**src/rtl/axi4_burst_splitter_if.sv**
```systemverilog
// Command + AXI4 address-channel bundle for axi4_burst_splitter.
//   master : the splitter side (takes commands, drives AR/AW requests)
//   slave  : the environment side (DMA descriptor logic + interconnect)
// Signals:
//   cmd_valid/cmd_ready/cmd_addr/cmd_beats : transfer command handshake
//   ax_valid/ax_ready/ax_addr/ax_len/ax_size/ax_burst : AXI4 INCR address request
interface axi4_burst_splitter_if #(
  parameter int ADDR_WIDTH  = 32,
  parameter int BEATS_WIDTH = 16
);
  logic                   cmd_valid;
  logic                   cmd_ready;
  logic [ADDR_WIDTH-1:0]  cmd_addr;
  logic [BEATS_WIDTH-1:0] cmd_beats;

  logic                   ax_valid;
  logic                   ax_ready;
  logic [ADDR_WIDTH-1:0]  ax_addr;
  logic [7:0]             ax_len;
  logic [2:0]             ax_size;
  logic [1:0]             ax_burst;

  modport master (
    input  cmd_valid, cmd_addr, cmd_beats, ax_ready,
    output cmd_ready, ax_valid, ax_addr, ax_len, ax_size, ax_burst
  );

  modport slave (
    output cmd_valid, cmd_addr, cmd_beats, ax_ready,
    input  cmd_ready, ax_valid, ax_addr, ax_len, ax_size, ax_burst
  );
endinterface

```
**src/rtl/axi4_burst_splitter.sv**
```systemverilog
// Turns one DMA transfer command (start address + beat count) into a series of
// AXI4 INCR address requests. Each burst is clipped to MAX_BURST_LEN, to the
// next 4 KB boundary and to the beats still outstanding. Channel-agnostic: the
// request bundle can feed either AR or AW.
// Ports:
//   clk  - clock
//   rst  - synchronous active-high reset (abandons any command in flight)
//   bus  - master modport: command handshake in, address request out
//   busy - a command is in progress (state != IDLE)
//   done - one-cycle pulse after the last address of a command is accepted
//          (or the cycle after a zero-beat command is accepted)
module axi4_burst_splitter #(
  parameter int ADDR_WIDTH    = 32,
  parameter int DATA_WIDTH    = 32,
  parameter int BEATS_WIDTH   = 16,
  parameter int MAX_BURST_LEN = 256
) (
  input  logic                  clk,
  input  logic                  rst,
  axi4_burst_splitter_if.master bus,
  output logic                  busy,
  output logic                  done
);

  localparam int BYTES = DATA_WIDTH / 8;
  localparam int SIZE  = $clog2(BYTES);
  localparam int CW    = (BEATS_WIDTH > 9) ? BEATS_WIDTH : 9;
  localparam logic [ADDR_WIDTH-1:0] ALIGN_MASK = ~ADDR_WIDTH'(BYTES - 1);

  typedef enum logic [1:0] {IDLE, CALC, ISSUE} state_t;

  state_t                 state, state_nxt;
  logic [ADDR_WIDTH-1:0]  addr_q;     // start of the next burst
  logic [BEATS_WIDTH-1:0] rem_q;      // beats not yet covered by a request
  logic [8:0]             n_q;        // beats in the burst being issued
  logic [ADDR_WIDTH-1:0]  ax_addr_q;
  logic [7:0]             ax_len_q;
  logic                   done_q, done_nxt;

  logic                   accept, hs, last;
  logic [12:0]            to4k;       // beats left before the 4 KB page ends
  logic [8:0]             lim, n_calc;

  assign accept = bus.cmd_valid && bus.cmd_ready;
  assign hs     = (state == ISSUE) && bus.ax_ready;
  assign last   = (CW'(rem_q) == CW'(n_q));

  // ---------------------------------------------------------------------------
  // Burst length: min(rem, MAX_BURST_LEN, to4k). MAX_BURST_LEN <= 256, so the
  // page/max limit always fits 9 bits; rem only wins when it is smaller still.
  // ---------------------------------------------------------------------------
  always_comb begin
    to4k   = (13'h1000 - {1'b0, addr_q[11:0]}) >> SIZE;
    lim    = (to4k < 13'(MAX_BURST_LEN)) ? to4k[8:0] : 9'(MAX_BURST_LEN);
    n_calc = (CW'(rem_q) < CW'(lim)) ? 9'(rem_q) : lim;
  end

  // ---------------------------------------------------------------------------
  // FSM
  // ---------------------------------------------------------------------------
  always_ff @(posedge clk) begin
    if (rst) begin
      state  <= IDLE;
      done_q <= 1'b0;
    end else begin
      state  <= state_nxt;
      done_q <= done_nxt;
    end
  end

  always_comb begin
    state_nxt = state;
    done_nxt  = 1'b0;
    case (state)
      IDLE: begin
        if (accept) begin
          if (bus.cmd_beats == '0) done_nxt  = 1'b1;
          else                     state_nxt = CALC;
        end
      end
      CALC: state_nxt = ISSUE;
      ISSUE: begin
        if (hs) begin
          if (last) begin
            done_nxt  = 1'b1;
            state_nxt = IDLE;
          end else begin
            state_nxt = CALC;
          end
        end
      end
      default: state_nxt = IDLE;
    endcase
  end

  // ---------------------------------------------------------------------------
  // Datapath. ax_addr/ax_len only load in CALC, so they stay frozen for the
  // whole ISSUE phase regardless of how long ax_ready stays low.
  // ---------------------------------------------------------------------------
  always_ff @(posedge clk) begin
    if (rst) begin
      addr_q    <= '0;
      rem_q     <= '0;
      n_q       <= '0;
      ax_addr_q <= '0;
      ax_len_q  <= '0;
    end else begin
      case (state)
        IDLE: begin
          if (accept) begin
            addr_q <= bus.cmd_addr & ALIGN_MASK;
            rem_q  <= bus.cmd_beats;
          end
        end
        CALC: begin
          n_q       <= n_calc;
          ax_addr_q <= addr_q;
          ax_len_q  <= 8'(n_calc - 9'd1);
        end
        ISSUE: begin
          if (hs) begin
            addr_q <= addr_q + (ADDR_WIDTH'(n_q) << SIZE);
            rem_q  <= rem_q - BEATS_WIDTH'(n_q);
          end
        end
        default: ;
      endcase
    end
  end

  // ---------------------------------------------------------------------------
  // Outputs
  // ---------------------------------------------------------------------------
  assign bus.cmd_ready = (state == IDLE) && !rst;
  assign bus.ax_valid  = (state == ISSUE);
  assign bus.ax_addr   = ax_addr_q;
  assign bus.ax_len    = ax_len_q;
  assign bus.ax_size   = 3'(SIZE);
  assign bus.ax_burst  = 2'b01;  // INCR
  assign busy          = (state != IDLE);
  assign done          = done_q;

endmodule
```
**src/flat_wrapper.sv**
```systemverilog
// flat-port wrapper written by rule: the top's interface ports become plain ports
module axi4_burst_splitter_flat 
#(
  parameter int ADDR_WIDTH    = 32,
  parameter int DATA_WIDTH    = 32,
  parameter int BEATS_WIDTH   = 16,
  parameter int MAX_BURST_LEN = 256
)
  (clk, rst, busy, done, bus_cmd_valid, bus_cmd_addr, bus_cmd_beats, bus_ax_ready, bus_cmd_ready, bus_ax_valid, bus_ax_addr, bus_ax_len, bus_ax_size, bus_ax_burst);
  axi4_burst_splitter_if #(.ADDR_WIDTH(ADDR_WIDTH), .BEATS_WIDTH(BEATS_WIDTH)) bus_i ();
  input  logic clk;
  input  logic rst;
  output logic busy;
  output logic done;
  input wire logic [$bits(bus_i.cmd_valid)-1:0] bus_cmd_valid;
  input wire logic [$bits(bus_i.cmd_addr)-1:0] bus_cmd_addr;
  input wire logic [$bits(bus_i.cmd_beats)-1:0] bus_cmd_beats;
  input wire logic [$bits(bus_i.ax_ready)-1:0] bus_ax_ready;
  output wire logic [$bits(bus_i.cmd_ready)-1:0] bus_cmd_ready;
  output wire logic [$bits(bus_i.ax_valid)-1:0] bus_ax_valid;
  output wire logic [$bits(bus_i.ax_addr)-1:0] bus_ax_addr;
  output wire logic [$bits(bus_i.ax_len)-1:0] bus_ax_len;
  output wire logic [$bits(bus_i.ax_size)-1:0] bus_ax_size;
  output wire logic [$bits(bus_i.ax_burst)-1:0] bus_ax_burst;
  assign bus_i.cmd_valid = bus_cmd_valid;
  assign bus_i.cmd_addr = bus_cmd_addr;
  assign bus_i.cmd_beats = bus_cmd_beats;
  assign bus_i.ax_ready = bus_ax_ready;
  assign bus_cmd_ready = bus_i.cmd_ready;
  assign bus_ax_valid = bus_i.ax_valid;
  assign bus_ax_addr = bus_i.ax_addr;
  assign bus_ax_len = bus_i.ax_len;
  assign bus_ax_size = bus_i.ax_size;
  assign bus_ax_burst = bus_i.ax_burst;
  axi4_burst_splitter #(.ADDR_WIDTH(ADDR_WIDTH), .DATA_WIDTH(DATA_WIDTH), .BEATS_WIDTH(BEATS_WIDTH), .MAX_BURST_LEN(MAX_BURST_LEN)) u_core (.clk(clk), .rst(rst), .bus(bus_i), .busy(busy), .done(done));
endmodule
```
**config.mk**
```make
export PLATFORM = sky130hd
export DESIGN_NAME = axi4_burst_splitter_flat
export DESIGN_NICKNAME = d
export VERILOG_FILES = /design/src/rtl/axi4_burst_splitter_if.sv /design/src/rtl/axi4_burst_splitter.sv /design/src/flat_wrapper.sv
export SDC_FILE = /design/constraint.sdc
export NUM_CORES = 1
export LEC_CHECK = 0
export CORE_UTILIZATION = 38
export CTS_CLUSTER_DIAMETER = 150
export CTS_CLUSTER_SIZE = 30
export DETAILED_ROUTE_END_ITERATION = 10
export PLACE_DENSITY_LB_ADDON = 0.2
export SKIP_LAST_GASP = 1
export SLEW_MARGIN = 25
export SYNTH_ARGS = -nofsm -noshare
export SYNTH_HDL_FRONTEND = slang
export SYNTH_SLANG_ARGS = --single-unit
```
**constraint.sdc**
```tcl
create_clock -name clk -period 4.79 [get_ports clk]
set_clock_uncertainty 0.2 [all_clocks]
set_input_delay 1.1975 -clock clk [delete_from_list [all_inputs] [get_ports clk]]
set_output_delay 1.1975 -clock clk [all_outputs]
set_load 0.005 [all_outputs]
```
# After elaboration in Yosys (flattened, before gate mapping)
# Index checks and enable logic that the tools add are counted.
[word_totals]
ff_bits = 100
output_inout_bits = 49
wordCells = 47
[classes]
n_addsub = 4
n_lt_le_gt_ge = 2
n_eq_ne = 6
n_mux = 18
reduce_logical = 10
[op_table]
columns = ["op", "n"]
rows = [
  ["2-to-1 mux 32 bit", 2],
  ["case mux 32 bit (2 select lines)", 1],
  ["adder 32 x 11 -> 32 bit", 1],
  ["2-to-1 mux 16 bit", 2],
  ["case mux 16 bit (2 select lines)", 1],
  ["2-to-1 mux 9 bit", 2],
  ["equality test 16 x 9 -> 1 bit", 1],
  ["logical NOT 16 bit", 1],
  ["< comparator 16 x 9 -> 1 bit", 1],
  ["subtractor 16 x 9 -> 16 bit", 1],
  ["subtractor 13 x 12 -> 13 bit (first input constant)", 1],
  ["< comparator 11 x 9 -> 1 bit (second input constant)", 1],
  ["subtractor 8 x 1 -> 8 bit (second input constant)", 1],
  ["2-to-1 mux 2 bit", 3],
  ["case mux 2 bit (3 select lines)", 1],
  ["AND reduction 3 bit", 2],
  ["2-to-1 mux 1 bit", 5],
  ["!= test 2 x 1 -> 1 bit (second input constant)", 2],
  ["nonzero test 2 bit", 2],
  ["logical AND 1 bit", 3],
  ["equality test 2 x 1 -> 1 bit (second input constant)", 1],
  ["equality test 2 bit (second input constant)", 1],
  ["logical NOT 2 bit", 1],
  ["!= test 2 bit (second input constant)", 1],
  ["other kinds (2)", 2],
]

# Longest topological paths before layout
# Gate-level depths: netlist of run 1.
[logic_depth]
word_depth = 6
ltp_mapped = 24
mapped_depth_nobuf = 22

# Worst setup path after synthesis of run 1
# Ideal clock, no wire load.
[synth_path]
path_kind = "flip-flop to flip-flop"
start = "register u_core.addr_q[4]"
end = "register u_core.ax_len_q[6], in the netlist u_core.bus.ax_len[6]"
setup_time_ns = 0.122
t_arrival_ns = 4.082
required_ns = 4.468
setup_slack_ns = 0.386
stages_incl_launch_ff = 22
n_path_buf = 3
synth_period_minus_slack_ns = 4.404
path_cell_list = "dfxtp_1 > buf_2 > nor3_1 > nand2_1 > mux2i_1 > o31a_1 > inv_1 > nand2_1 > ha_1 > or3_1 > or4_1 > o211ai_1 > a21oi_2 > buf_6 > mux2_4 > ha_1 > clkbuf_1 > nand2_1 > nor3_1 > xnor2_1 > o211ai_1 > a21oi_1"
[synth_between]
elab_chain_len = 6
[synth_rtl]
columns = ["item", "line", "rtl"]
rows = [
  ["from (decl)", "axi4_burst_splitter.sv:33", "logic [ADDR_WIDTH-1:0] addr_q;"],
  ["from (signal assigned)", "axi4_burst_splitter.sv:111", "addr_q <= bus.cmd_addr & ALIGN_MASK;"],
  ["from (signal assigned)", "axi4_burst_splitter.sv:122", "addr_q <= addr_q + (ADDR_WIDTH'(n_q) << SIZE);"],
  ["subtractor 13 x 12 -> 13 bit (*)", "axi4_burst_splitter.sv:53", "to4k = (13'h1000 - {1'b0, addr_q[11:0]}) >> SIZE;"],
  ["< comparator 11 x 9 -> 1 bit", "axi4_burst_splitter.sv:54", "lim = (to4k < 13'(MAX_BURST_LEN)) ? to4k[8:0] : 9'(MAX_BURST_LEN);"],
  ["2-to-1 mux 9 bit (*)", "axi4_burst_splitter.sv:54", ""],
  ["< comparator 16 x 9 -> 1 bit", "axi4_burst_splitter.sv:55", "n_calc = (CW'(rem_q) < CW'(lim)) ? 9'(rem_q) : lim;"],
  ["2-to-1 mux 9 bit (*)", "axi4_burst_splitter.sv:55", ""],
  ["subtractor 8 x 1 -> 8 bit (*)", "axi4_burst_splitter.sv:118", "ax_len_q <= 8'(n_calc - 9'd1);"],
  ["to (signal assigned)", "axi4_burst_splitter.sv:118", ""],
  ["to (decl)", "axi4_burst_splitter.sv:37", "logic [7:0] ax_len_q;"],
]
# Mark *: on every way between the ends. The rest lies on a longest branch, timed or not.
# A chain may end at the register's enable or synchronous reset.

# Worst setup path in the final report of run 1
[layout_path]
start = "register u_core.addr_q[3]"
end = "register u_core.ax_len_q[6], in the netlist u_core.bus.ax_len[6]"
# Same word-level chain as after synthesis.

==> results of run 1 <==
==> synth_stat cells, drive strengths merged (6+ instances only) <==
master / number
o21ai: 39
a21oi: 66
mux2i: 7
a31oi: 11
inv: 24
dfxtp: 96
nor2b: 9
and3: 14
nor2: 54
xnor2: 14
nor4: 11
ha: 29
or3: 7
a211oi: 26
nor3: 28
o31a: 7
or4: 7
nand4: 6
nand3: 26
a311oi: 10
o21a: 11
clkbuf: 41
xor2: 9
o211ai: 8
nand2b: 8
nand2: 115
buf: 16
==> sequential cells by signal, indices dropped and copies added (netlist names) <==
register,count
u_core.done,1
u_core.state,2
u_core.bus.ax_len,8
u_core.bus.ax_addr,30
u_core.rem_q,16
u_core.n_q,9
u_core.addr_q,30
==> power by group <==
group          internal, mW  leakage (nW)  switching [mW]
Sequential            0.846         0.784          0.0623
Clock                 0.425         0.147           0.346
Combinational         0.299          1.74           0.370
Total                  1.57          2.67           0.779
==> metal layers <==
metal	vias to the layer above	wire length, um
met2	208	8260
met5	-	0
met4	0	280
met3	22	981
li1	2965	-
met1	2929	9340
==> cell families after synthesis <==
logic type	Yosys count	synth area share [%]
AO/OA/AOI/OAI	229	25.7
multiplexers	9	1.62
flip-flops	96	32.4
buffers and inverters	81	5.71
adder cells (fa/ha/maj)	31	6.78
AND/OR/NAND/NOR	302	24.3
XOR/XNOR	23	3.39
other	2	0.126
==> placed cells by master (no fill, tap or decap), drive strengths merged, types with 4 or more instances in the layout <==
master,instances
nand2b,8
xnor2,14
ha,29
nand4,6
nor4,11
inv,26
or3,7
a211oi,26
clkdlybuf4s50,90
buf,23
nand3,26
o21a,11
o211ai,8
a21oi,66
nand2,115
clkbuf,11
a22oi,4
a21o,4
or2,4
nor2,54
xor2,9
and2,5
o21ai,39
a311oi,10
nor2b,9
or4,7
o22ai,5
and3,14
dfxtp,96
a31oi,11
conb,7
nor3,28
o31a,7
mux2i,7
==> through the flow <==
stage                     hold WS [ns]  setup WS, ns  power, mW  utilization [%]  instance area [um^2]
after floorplan                  0.232         0.386       1.36                -                  5960
after global placement           0.242         0.315       1.57             46.4                  7050
after detailed placement         0.248         0.286       1.58             46.4                  7050
after CTS                        0.255         0.249       2.35             48.4                  7360
after global routing             0.270       0.00189       2.47             48.5                  7370
final                            0.254         0.280       2.35             48.5                  7370
==> worst max-delay path, stage by stage (launching register included) <==
cell      delay (ns)
dfxtp_1         0.36
inv_1           0.17
ha_1            0.22
nor4b_1         0.24
nand2_1         0.14
o31a_1          0.32
inv_1           0.10
nand2_1         0.10
ha_1            0.20
or3_1           0.36
or4_1           0.51
o211ai_1        0.20
a21oi_2         0.16
mux2i_2         0.24
ha_2            0.28
nand2_1         0.07
nor3_1          0.18
xnor2_1         0.09
o211ai_1        0.17
a21oi_1         0.08
==> worst paths after layout <==
kind                          start                endpoint
min reg2reg  u_core.bus.ax_addr[29]  u_core.bus.ax_addr[29]
max                u_core.addr_q[3]    u_core.bus.ax_len[6]
max reg2reg        u_core.addr_q[3]    u_core.bus.ax_len[6]
min          u_core.bus.ax_addr[29]  u_core.bus.ax_addr[29]
==> area by class of cell <==
class	count	area [um^2]
Clock buffer	11	243
Clock inverter	5	63.8
Fill cell	1500	7830
Inverter	24	90.1
Multi-Input combinational cell	601	3730
Sequential cell	96	1920
Tap cell	188	235
Timing Repair Buffer	113	1080
==> repair_timing <==
item	4_1_cts	5_1_grt
resized for setup	0	3
setup endpoints to repair	0	3
hold buffers	0	0
==> impl_metrics.tcl, run 1 <==
set metrics [dict create \
    status "finished, final reports clean" \
    cts_setup_buffers 0 \
    synth_cells 773 \
    synth_top_area_share_pct 32.4 \
    synth_area_leaders "dfxtp_1, nand2_1, ha_1" \
    relSlewSlack_pct 41.6 \
    fp.dieW_um 127 \
    dieArea_um2 16100 \
    hp-class "reg -> reg" \
    rows 45 \
    drt_iter0_markers 571 \
    period_share_pct 94.2 \
    drv_slew 0 \
    ios 101 \
    ant_nets 0 \
    drv_cap 0 \
    peakVddDrop_mv 0.199 \
    synth_top_flop_cell "dfxtp_1" \
    ys_seq_area_share_pct 32.4 \
    fin_cells 1038 \
    syn_area_per_cell_um2 7.69 \
    grt_pass1_vias 5570 \
    rsz0062_at_grt "no" \
    port_buffers 91 \
    crit_path_start_kind "register" \
    path_max_fanout 6 \
    insertion_delay_ns 0.36 \
    setup_viol_count_final 0 \
    nets 928 \
    clock_sinks 96 \
    synth-seq-cells 96 \
    clk_pin_slew_ns 0.07 \
    overflow 0 \
    synth_warnings 0 \
    power.density_nw_per_um2 319 \
    drt_wl_total_mm 18.9 \
    drt-vias-per-instance 5.90 \
    tightest_slew_ns 0.874 \
    start_util_pct 39.1 \
    grtUsageTotal_pct 23.8 \
    cts_tree "built" \
    synth_edf_count 0 \
    synthArstFlopShare_pct 0 \
    grt-busiest-layer "met2" \
    r2r_cells 19 \
    dr.pass1.iters 6 \
    syn-cell-area_um2 5940 \
    grt_antenna_before_repair 0 \
    rrSetupSlack_ns 0.28 \
    wl_per_cell_um 18.2 \
    finalSetupTns_ns 0 \
    gr-usage-met3_pct 3.27 \
    max_freq_ghz 0.222 \
    cts_buffers 9 \
    die_h_um 127 \
    areaGrowthSynthToFinish_pct 24.0 \
    required_ns 4.84 \
    place_congestion 0.889 \
    clockBufferDepth 2 \
    drive_above_1_share_pct 7.18 \
    coreArea_um2 15200 \
    final-hold-violation-count 0 \
    grt_max_degree 54 \
    yosysTopAreaCell "dfxtp_1" \
    numPlacedInstances 1022 \
    grt_pass1_wl_mm 30.1 \
    worst-setup-path-type "reg -> reg" \
    hold-path-cell-count 2 \
    antenna_cells 0 \
    dp_hpwl_mm 13.6 \
    gr-usage-met1_pct 34.1 \
    vias 6124 \
    h-tree-depth 3 \
    grtUsageMet2_pct 37.0 \
    worst_ep_arrival_time_ns 4.55 \
    p_leak_nw 2.67 \
    root_buffer "clkbuf_16" \
    min_period_ns 4.51 \
    synthDistinctLibCells 74 \
    endpoint_kind "register" \
    drc 0 \
]
Note: power is estimated with default switching activity, not from simulation.
==> inputs of run 2 (changes only) <==
CORE_MARGIN = 2   (was default)
==> run 2 against run 1 <==
Against the previous run: setup slack improved by 0.033 ns; combinational power rose by 1%; critical path depth is 1 lower; wire length is 1.7% higher; hold slack hardly changed; core utilization is 0.20 points higher; sequential share of layout area is 0.20 points lower; final cell count is 2.6% higher; maximum frequency grew 0.74%; first-iteration DRC count decreased by 1.2%; critical path type unchanged; largest cell class unchanged.
==> impl_metrics.tcl, run 2 (same netlist as run 1, synthesis figures left out) <==
set metrics [dict create \
    clockBufferDepth 2 \
    grt_pass1_wl_mm 30.7 \
    min_period_ns 4.48 \
    crit_path_start_kind "register" \
    p_switching_mw 0.779 \
    drc 0 \
    fp.dieW_um 129 \
    status "finished, final reports clean" \
    finalSetupTns_ns 0 \
    drt_iter0_markers 564 \
    tightest_slew_ns 0.873 \
    path_max_fanout 6 \
    overflow 0 \
    drive_above_1_share_pct 7.85 \
    grt_pass1_vias 5933 \
    port_buffers 91 \
    hold-path-cell-count 2 \
    max_freq_ghz 0.223 \
    insertion_delay_ns 0.36 \
    fillers 1517 \
    r2r-end "u_core.bus.ax_len[4]" \
    drt-vias-per-instance 5.68 \
    internal_power_mw 1.58 \
    pwr-share-seq_pct 38.4 \
    cts_buffers 9 \
    clock_sinks 96 \
    p_sw_share_pct 33.1 \
    start_util_pct 38.9 \
    drv_cap 0 \
    rrSetupSlack_ns 0.31 \
    worst_ep_arrival_time_ns 4.52 \
    required_ns 4.83 \
    worstHoldEndpoint "u_core.bus.ax_addr[18]" \
    root_buffer "clkbuf_16" \
    grt_antenna_before_repair 0 \
    relSlewSlack_pct 41.7 \
    rows 45 \
    die_h_um 129 \
    r2r_start "u_core.addr_q[4]" \
    nets 932 \
    final_util_pct 48.7 \
    layout_common_cells "nand2_1, dfxtp_1, clkdlybuf4s50_1" \
    worst-setup-path-type "reg -> reg" \
    vias 6049 \
    endpoint_kind "register" \
    power_frac_comb_pct 28.8 \
    place_congestion 0.913 \
    antenna_cells 0 \
    cts_tree "built" \
    setup_viol_count_final 0 \
    p_leak_nw 2.70 \
    hp-class "reg -> reg" \
    grtUsageTotal_pct 23.4 \
    peakVddDrop_mv 0.172 \
    wl_per_cell_um 18.0 \
    rsz0062_at_grt "no" \
    final-hold-violation-count 0 \
    final_common_cell "nand2_1" \
    hold_start "u_core.bus.ax_addr[18]" \
    dp_hpwl_mm 13.8 \
    clkPwrFrac_pct 32.8 \
    areaGrowthSynthToFinish_pct 25.0 \
    dr.pass1.iters 6 \
    period_share_pct 93.5 \
    dieArea_um2 16700 \
    drt_wl_total_mm 19.2 \
    ios 101 \
    power.density_nw_per_um2 317 \
    coreArea_um2 15300 \
    h-tree-depth 3 \
    r2r_cells 18 \
    ant_nets 0 \
    grt_max_degree 55 \
    clk_pin_slew_ns 0.07 \
    drv_slew 0 \
]
-- run 2: layout make-up --
class	count	area [um^2]	area share (%)
multi-input combinational	601	3740	50.3
clock buffer	10	239	3.22
inverter	24	90.1	1.21
clock inverter	6	72.6	0.977
sequential	96	1920	25.9
timing repair buffer	117	1100	14.8
tap	211	264	3.56
-- run 2: routing by layer --
metal / track usage (%) / wire length (um) / share of wire [%] / up-vias
met1: 33.1 / 9320 / 49 / 2854
met5: 0 / 0 / 0 / -
met2: 36.7 / 8470 / 44 / 203
li1: - / - / - / 2964
met4: 9.08 / 431 / 2.2 / 0
met3: 2.85 / 952 / 5.0 / 28
-- run 2: power groups by stage --
stage / combinational (mW) / sequential, mW / clock (mW)
2_1_floorplan: 0.460 / 0.903 / 0
3_3_place_gp: 0.649 / 0.920 / 0
3_5_place_dp: 0.658 / 0.922 / 0
4_1_cts: 0.662 / 0.903 / 0.793
5_1_grt: 0.744 / 0.913 / 0.824
6_report: 0.678 / 0.905 / 0.774
-- run 2: worst max-delay path by stage --
stage,start,endpoint,slack (ns),cells after the start
final,u_core.addr_q[4],u_core.bus.ax_len[4],0.31,18
after CTS,u_core.addr_q[3],u_core.bus.ax_len[6],0.18,19
after global routing,u_core.addr_q[4],u_core.bus.ax_len[6],0.02,18
after global placement,u_core.addr_q[3],u_core.bus.ax_len[6],0.31,19
after detailed placement,u_core.addr_q[3],u_core.bus.ax_len[6],0.21,19
after floorplan,u_core.addr_q[4],u_core.bus.ax_len[6],0.39,21
-- run 2: through the flow --
| stage | std cells | total power [mW] | hold slack (ns) | setup slack, ns | instance area (um^2) |
|---|---|---|---|---|---|
| after CTS | 1063 | 2.36 | 0.258 | 0.179 | 7390 |
| after global routing | 1065 | 2.48 | 0.283 | 0.0183 | 7430 |
| final | 1065 | 2.36 | 0.254 | 0.313 | 7430 |
| after floorplan | 778 | 1.36 | 0.232 | 0.386 | 5960 |
| after global placement | 1047 | 1.57 | 0.246 | 0.310 | 7080 |
| after detailed placement | 1047 | 1.58 | 0.247 | 0.205 | 7080 |
-- run 2: worst max-delay path: stages, from the launching register on --
cell and delay (ns):
dfxtp_1 0.31, nor3_1 0.43, nand2_1 0.23, mux2i_1 0.17
o31a_1 0.26, inv_1 0.09, nand2_1 0.09, ha_1 0.20
or3_1 0.34, or4_1 0.51, o211ai_1 0.22, a21oi_2 0.16
mux2i_2 0.25, ha_2 0.29, buf_4 0.13, nand3_1 0.06
o21a_1 0.12, o221ai_1 0.20, a21oi_1 0.10
-- run 2: what timing repair did --
item / in CTS / in global routing
hold buffers: 0 / 0
setup endpoints to repair: 0 / 3
setup buffers: 0 / 2
gates resized for setup: 0 / 4
==> inputs of run 3 (changes only) <==
CORE_MARGIN = default   (was 2)
CORE_UTILIZATION = 49   (was 38)
SETUP_SLACK_MARGIN = 0.5   (was default)
==> run 3 against run 2 <==
Against the previous run: the flow now finishes with violations (DRC); hold slack worse by 0.0013 ns; combinational power grew 6.2%; flip-flop and latch count did not move; first-iteration DRC count up 1.2%; sequential power grew 0.9%; critical path depth rose by 2; largest power group unchanged; highest routed layer unchanged.
==> impl_metrics.tcl, run 3 (same netlist as run 1, synthesis figures left out) <==
set metrics [dict create \
    grtUsageTotal_pct 30.2 \
    grt_pass1_vias 5806 \
    postPlaceCellArea_um2 7000 \
    grt_max_degree 54 \
    dp_hpwl_mm 13.3 \
    p_leak_nw 2.76 \
    die_h_um 112 \
    final_util_pct 64.5 \
    start_util_pct 51.2 \
    wl_per_cell_um 18.8 \
    overflow 0 \
    fillers 1011 \
    clock_sinks 96 \
    crit_path_start_kind "register" \
    nets 938 \
    period_share_pct 87.5 \
    tightest_slew_ns 1.01 \
    vias 6269 \
    worst_ep_arrival_time_ns 4.23 \
    cts_tree "built" \
    areaGrowthSynthToFinish_pct 26.2 \
    violations "DRC" \
    dp_slack_ns 0.267 \
    hold_buffers 0 \
    peakVddDrop_mv 0.208 \
    antenna_cells 0 \
    drv_slew 0 \
    layout_common_cells "nand2_1, dfxtp_1, clkdlybuf4s50_1" \
    drv_cap 0 \
    drive_above_1_share_pct 10.4 \
    required_ns 4.83 \
    ant_nets 0 \
    drt-vias-per-instance 6.26 \
    fin_ws_ns 0.599 \
    setup_viol_count_final 0 \
    drt_iter0_markers 571 \
    port_buffers 91 \
    register_area_um2 1930 \
    finalSetupTns_ns 0 \
    max_freq_ghz 0.239 \
    ios 101 \
    coreArea_um2 11600 \
    relSlewSlack_pct 32.5 \
    multiInputGateArea_um2 3840 \
    drc 5 \
    h-tree-depth 3 \
    dr.pass1.iters 9 \
    endpoint_kind "register" \
    fp.dieW_um 112 \
    slowest_delay_ns 0.47 \
    crit_chain "inv_6 -> ha_4 -> nor2b_4 -> nor2_1 -> mux2i_1 -> o31a_1 -> inv_2 -> nand2_4 -> ha_4 -> or3_4 -> or4_1 -> o211ai_1 -> a21oi_4 -> mux2i_2 -> ha_2 -> nand2_2 -> nor3_2 -> xnor2_1 -> o211ai_1 -> a21oi_1" \
    grt_pass1_wl_mm 30.0 \
    place_congestion 0.909 \
    final_common_cell "nand2_1" \
    slowest_stage "or4_1" \
    path_max_fanout 6 \
    final-hold-violation-count 0 \
    worst-setup-path-type "reg -> reg" \
    design_area_um2 7490 \
    rsz0062_at_grt "yes" \
    cts_buffers 9 \
    clockBufferDepth 2 \
    grt_antenna_before_repair 0 \
    rows 39 \
    power.density_nw_per_um2 317 \
    root_buffer "clkbuf_16" \
    dieArea_um2 12600 \
    min_period_ns 4.19 \
    hp-class "reg -> reg" \
    insertion_delay_ns 0.36 \
    drt_wl_total_mm 18.8 \
    status "finished, violations left" \
    clk_pin_slew_ns 0.07 \
    p_total_mw 2.37 \
]
[run 3: changes by cell type in the layout (fill, tap and decap cells not counted), moves of 3 or more]
cell     change
buf_4        +5
nand2_1      -4
dfxtp_1      -3
ha_1         -3
ha_4         +3
nand2_2      +3
[run 3: per-stage QoR]
stage | hold slack, ns | instances
after detailed placement | 0.249 | 977
after CTS | 0.258 | 993
after global placement | 0.244 | 977
after floorplan | 0.232 | 778
final | 0.253 | 1002
after global routing | 0.271 | 1002
[run 3: worst max-delay path, delay by kind of cell (launching register included)]
family | cells | cell delay (ns)
buffers and inverters | 2 | 0.19
adders and majority gates | 3 | 0.62
DFF | 1 | 0.39
AOI/OAI and AO/OA | 5 | 0.90
and+or+nand+nor | 7 | 1.37
muxes | 2 | 0.32
xor gates and xnor gates | 1 | 0.09
[run 3: where the power goes]
| part | internal (mW) | total [mW] | switching (mW) |
|---|---|---|---|
| registers | 0.847 | 0.913 | 0.0660 |
| logic | 0.333 | 0.720 | 0.387 |
| clock network | 0.419 | 0.740 | 0.322 |
[run 3: path summary, 6_finish.rpt]
| kind | endpoint | depth (start not counted) | slack (ns) | startpoint |
|---|---|---|---|---|
| max | u_core.bus.ax_len[6] | 20 | 0.60 | u_core.addr_q[3] |
| max reg2reg | u_core.bus.ax_len[6] | 20 | 0.60 | u_core.addr_q[3] |
| min reg2reg | u_core.bus.ax_addr[31] | 2 | 0.25 | u_core.bus.ax_addr[31] |
| min | u_core.bus.ax_addr[31] | 2 | 0.25 | u_core.bus.ax_addr[31] |
[run 3: routing by layer]
layer | GRT usage, % | routed length, um
met1 | 41.3 | 8440
met2 | 46.1 | 8430
met3 | 5.51 | 1470
met4 | 14.1 | 452
met5 | 0 | 0
[run 3: final cells by class]
class	count	area share (%)
Tap cell	143	2.39
Inverter	24	1.30
Multi-Input combinational cell	601	51.2
Timing Repair Buffer	123	15.3
Sequential cell	96	25.8
Clock buffer	11	3.24
Clock inverter	4	0.735
[run 3: repair_timing]
| action | CTS | global route |
|---|---|---|
| endpoints found under the setup margin | 3 | 3 |
| resized for setup | 6 | 26 |
| pin swaps | 2 | 15 |
| setup buffers | 1 | 9 |
